<file path="src/rtl/cpu_obi_port_arbiter.sv">
// Shares one OBI slave port between the core's instruction and data masters,
// with round-robin tie breaking, stall locking and in-order response routing.
package cpu_obi_pkg;

  typedef struct packed {
    logic        req;
    logic        we;
    logic [3:0]  be;
    logic [31:0] addr;
    logic [31:0] wdata;
  } obi_req_t;

  typedef struct packed {
    logic        gnt;
    logic        rvalid;
    logic [31:0] rdata;
  } obi_resp_t;

endpackage

module cpu_obi_port_arbiter
  import cpu_obi_pkg::*;
#(
  parameter int unsigned MAX_OUTSTANDING = 2,
  parameter bit          DATA_FIRST      = 1'b1
) (
  input  logic      clk_i,
  input  logic      rst_ni,
  input  obi_req_t  core_instr_req_i,
  output obi_resp_t core_instr_resp_o,
  input  obi_req_t  core_data_req_i,
  output obi_resp_t core_data_resp_o,
  output obi_req_t  mem_req_o,
  input  obi_resp_t mem_resp_i,
  output logic      idle_o,
  output logic      unexpected_rsp_o
);

  localparam int unsigned CW = $clog2(MAX_OUTSTANDING + 1);
  localparam int unsigned PW = (MAX_OUTSTANDING > 1) ? $clog2(MAX_OUTSTANDING) : 1;
  localparam logic [CW-1:0] COUNT_MAX = CW'(MAX_OUTSTANDING);
  localparam logic [PW-1:0] PTR_LAST  = PW'(MAX_OUTSTANDING - 1);

  logic [MAX_OUTSTANDING-1:0] owner_q;
  logic [PW-1:0]              head_q;
  logic [PW-1:0]              tail_q;
  logic [CW-1:0]              count_q;
  logic                       last_data_q;
  logic                       lock_q;
  logic                       lock_sel_q;

  logic any_req;
  logic both_req;
  logic sel_data;
  logic full;
  logic empty;
  logic push;
  logic pop;

  function automatic logic [PW-1:0] ptr_next(input logic [PW-1:0] ptr);
    return (ptr == PTR_LAST) ? '0 : ptr + PW'(1);
  endfunction

  // A stalled request keeps ownership of the port until the slave grants it.
  always_comb begin
    any_req  = core_instr_req_i.req | core_data_req_i.req;
    both_req = core_instr_req_i.req & core_data_req_i.req;
    full     = (count_q == COUNT_MAX);
    empty    = (count_q == '0);
    if (lock_q) begin
      sel_data = lock_sel_q;
    end else if (both_req) begin
      sel_data = ~last_data_q;
    end else begin
      sel_data = core_data_req_i.req;
    end
  end

  always_comb begin
    mem_req_o = '0;
    if (any_req) begin
      mem_req_o = sel_data ? core_data_req_i : core_instr_req_i;
    end
    mem_req_o.req = any_req & ~full;
    push = mem_req_o.req & mem_resp_i.gnt;
    pop  = mem_resp_i.rvalid & ~empty;
  end

  // Responses return in issue order, so the FIFO head names their owner.
  always_comb begin
    core_instr_resp_o.rdata  = mem_resp_i.rdata;
    core_data_resp_o.rdata   = mem_resp_i.rdata;
    core_instr_resp_o.gnt    = rst_ni & push & ~sel_data;
    core_data_resp_o.gnt     = rst_ni & push & sel_data;
    core_instr_resp_o.rvalid = rst_ni & pop & ~owner_q[head_q];
    core_data_resp_o.rvalid  = rst_ni & pop & owner_q[head_q];
    unexpected_rsp_o         = rst_ni & mem_resp_i.rvalid & empty;
    idle_o                   = empty & ~any_req;
  end

  always_ff @(posedge clk_i or negedge rst_ni) begin
    if (!rst_ni) begin
      owner_q <= '0;
      head_q  <= '0;
      tail_q  <= '0;
      count_q <= '0;
    end else begin
      if (push) begin
        owner_q[tail_q] <= sel_data;
        tail_q          <= ptr_next(tail_q);
      end
      if (pop) begin
        head_q <= ptr_next(head_q);
      end
      if (push && !pop) begin
        count_q <= count_q + CW'(1);
      end else if (pop && !push) begin
        count_q <= count_q - CW'(1);
      end
    end
  end

  // last_data_q records the previous winner; resetting it to the instruction
  // side lets the data master win the first tie when DATA_FIRST is set.
  always_ff @(posedge clk_i or negedge rst_ni) begin
    if (!rst_ni) begin
      last_data_q <= !DATA_FIRST;
      lock_q      <= 1'b0;
      lock_sel_q  <= 1'b0;
    end else begin
      if (push) begin
        last_data_q <= sel_data;
      end
      lock_q <= mem_req_o.req & ~mem_resp_i.gnt;
      if (mem_req_o.req) begin
        lock_sel_q <= sel_data;
      end
    end
  end

endmodule

</file>
<file path="config.mk">
export PLATFORM = sky130hd
export DESIGN_NAME = cpu_obi_port_arbiter
export DESIGN_NICKNAME = d
export VERILOG_FILES = /design/src/rtl/cpu_obi_port_arbiter.sv
export SDC_FILE = /design/constraint.sdc
export NUM_CORES = 1
export LEC_CHECK = 0
export CORE_AREA = 4 4 119 121
export DETAILED_ROUTE_END_ITERATION = 6
export DIE_AREA = 0 0 123 125
export HOLD_SLACK_MARGIN = 0.02
export PLACE_DENSITY = 0.6
export SETUP_SLACK_MARGIN = 0.05
export SYNTH_ARGS = -nofsm -noshare
export SYNTH_HDL_FRONTEND = slang
export SYNTH_SLANG_ARGS = --single-unit
</file>
<file path="constraint.sdc">
create_clock -name clk_i -period 1.7 [get_ports clk_i]
set_input_delay 0.255 -clock clk_i [delete_from_list [all_inputs] [get_ports clk_i]]
set_output_delay 0.255 -clock clk_i [all_outputs]
set_load 0.03 [all_outputs]
</file>
==> reports/results.txt <==
Status = finished with violations
Failing checks = negative setup slack
Hold Path Class = in2async
Cell area power density = 1040 mW/mm²
Via count = 2811
# DRC = 0
Fin crit period = 2.01 ns
DRT Pass-1 Iters = 4
Crit path max fanout = 9
Filler instances = 1303
Clock skew = 0.00283 ns
DP Worst Slack = -0.438 ns
Routed Antenna Nets = 0
CP startpoint = lock_q
Peak Freq = 499 MHz
Final setup TNS = -15.31 ns
Final worst slack = -0.306 ns
CTS Buf Count = 3
Library cells used by synthesis = 24
Worst reg2reg startpoint = count_q[1]
Core box area = 0.0131 mm²
Mean post-synth cell area = 6.97 µm²
Max stage delay on crit path = 0.43 ns
GRT overflow = 0
Final hold viol count = 0
Core Rows = 42
Port bufs = 219
Worst Tran Pin Value = 0.395 ns
1st-iter DRT viols = 52
Worst-Skew Late Latency = 0.24 ns
Placer Congestion = 0.792
Synthesized Nets = 515
Synthesized netlist cell count = 338
Share of cells above drive strength 1 = 29.6%
Storage cell area = 226 µm²
Total power = 5.06 mW
Area of the multi-input gates = 0.00161 mm²
Post-DP HPWL = 7.46 mm
P&R area growth vs syn = 107%
Antenna violations before repair = 0
DIE WIDTH = 123 µm
Sequential area share after synthesis = 9.56%
Worst hold margin = 0.141 ns
CTS sink count = 9
Critical-path top delay cell = dfrtp_2
Non-Filler Instances = 693
Die H = 125 µm
Util after Layout = 37.3%
Leakage = 2.50 nW
Slew Viols, Final = 0
Die area = 0.0154 mm²
Post-layout nets = 695
Starting Density = 18.0%
Peak VDD IR = 0.661 mV
Worst-path clk slew = 0.04 ns
Cell area after layout = 0.00488 mm²
GRT Total Usage = 11.9%
Final Cycle Share = 118%
Synthesized flop and latch total = 9
Synth Cell Area = 0.00235 mm²
Syn. warnings = 0
Root buf cell = clkbuf_16
Clk buf depth = 2
Worst EP arrival = 1.75 ns
Worst path cell trace = a22oi_2 -> buf_6 -> bufbuf_16 -> mux2i_1 -> buf_4
Max_slew headroom = 73.6%
Dominant synthesized flop cell = dfrtp_1
Crit Path Category = reg2out
CTS HTree Levels = 1
Final setup viols = 70
Ys async rst share = 100%
Placed cells = 667
Final WL = 10.3 mm
Area after DPL = 0.00421 mm²
N_diodes = 0
EDFF count, synth = 0
Max cap viols = 0
RSZ-0062 raised after global routing = true
Number of global-route vias before repair = 2856
CP startpoint kind = flop
CTS tree = yes
CP endpoint kind = primary output
Avg WL per Cell = 14.9 µm
Via/cell ratio = 4.06
Largest net degree at the start of global routing = 71
WP data required = 1.44 ns
First-pass GRT wire length = 14.8 mm
I/O pin total = 316
## power by group
part           internal, mW  leakage, nW  total, mW  switching [mW]
clock network         0.314       0.0382      0.427           0.113
logic                  2.20         2.36       4.21            2.01
registers             0.322        0.108      0.416          0.0943
## layer usage
layer  wire length [µm]  track usage, %
met1               3940            13.7
met5                  0               0
met3               1520            5.33
met4                126            2.15
met2               4730            20.4
## worst paths after layout
| path | end | slack (ns) | depth (start not counted) |
|---|---|---|---|
| worst max-delay path | mem_req_o[59] | -0.31 | 5 |
| worst min-delay path | owner_q[1] | 0.14 | 2 |
| worst max register to register | count_q[1] | 0.12 | 7 |
| worst min register to register | tail_q | 0.50 | 1 |
| max in group asynchronous | lock_q | 1.45 | 2 |
| min in group clk_i | lock_q | 0.49 | 4 |
## final cells by class
class / instances / share of cell area (%)
tap: 176 / 4.51
multi-input combinational: 240 / 33.0
clock buffer: 4 / 1.61
timing repair buffer: 264 / 56.3
sequential: 9 / 4.64
## sequential cells by signal (all words and copies together), names as in the netlist
| register | count |
|---|---|
| count_q | 2 |
| owner_q | 2 |
| last_data_q | 1 |
| tail_q | 1 |
| head_q | 1 |
| lock_q | 1 |
| lock_sel_q | 1 |
## critical path, delay by kind of cell (launching register included)
family | cells | cell delay, ns
buf+inv | 3 | 0.67
compound gates | 1 | 0.22
flops | 1 | 0.43
mux | 1 | 0.18
## timing repair
item | 4_1_cts | 5_1_grt
setup buffers | 10 | 4
hold endpoints to repair | 0 | 0
gates cloned | 9 | 0
hold buffers | 0 | 0
setup endpoints to repair | 74 | 75
gates resized for setup | 40 | 20
pin swaps | 4 | 7
## cell usage in the layout (no fill, tap or decap)
cell type        Yosys  routed
dlymetal6s2s_1       0       1
a22o_1               1       1
xor2_1               3       3
nor2b_4              1       2
and3_4               0       2
nand2_1            141     140
mux2i_2              0       6
buf_8                0       2
dfrtp_2              0       1
xnor2_1              2       2
o21ai_2              0       1
a22oi_2              0       1
ha_4                 0       1
clkbuf_16            0       3
nor3b_1              1       1
buf_2               12       1
buf_4               67      85
clkbuf_1             2       1
nor3b_4              1       1
mux2_2               4       4
buf_16               0       6
clkdlybuf4s50_1      0     140
o2111a_1             1       1
nor2_1               3       3
or2_4                0       1
nor4b_1              1       1
bufbuf_16            0       3
buf_6                8      14
mux2i_4              0       5
nand2_2              0       1
nor3_1               4       3
buf_12               0      12
nor3_4               0       1
dfrtp_1              9       8
mux2i_1             70      59
## logic make-up (layout without fill, tap and decap cells)
logic type	Yosys count	count (layout)	share of synthesized area [%]
buf+inv	89	268	28.1
xor+xnor	5	5	1.86
mux	74	74	31.7
compound gates	4	4	1.38
fa+ha+maj	1	1	0.531
flops	9	9	9.56
simple gates	156	156	26.9
## synth_stat cells (2+ instances only)
cell type	number	share of area (%)
and3_1	2	0.53
buf_2	12	2.6
buf_4	67	21
buf_6	8	3.8
clkbuf_1	2	0.32
dfrtp_1	9	9.6
mux2_2	4	1.9
mux2i_1	70	30
nand2_1	141	22
nor2_1	3	0.48
nor3_1	4	0.85
xnor2_1	2	0.74
xor2_1	3	1.1
Power figures use the tool's default switching activity.
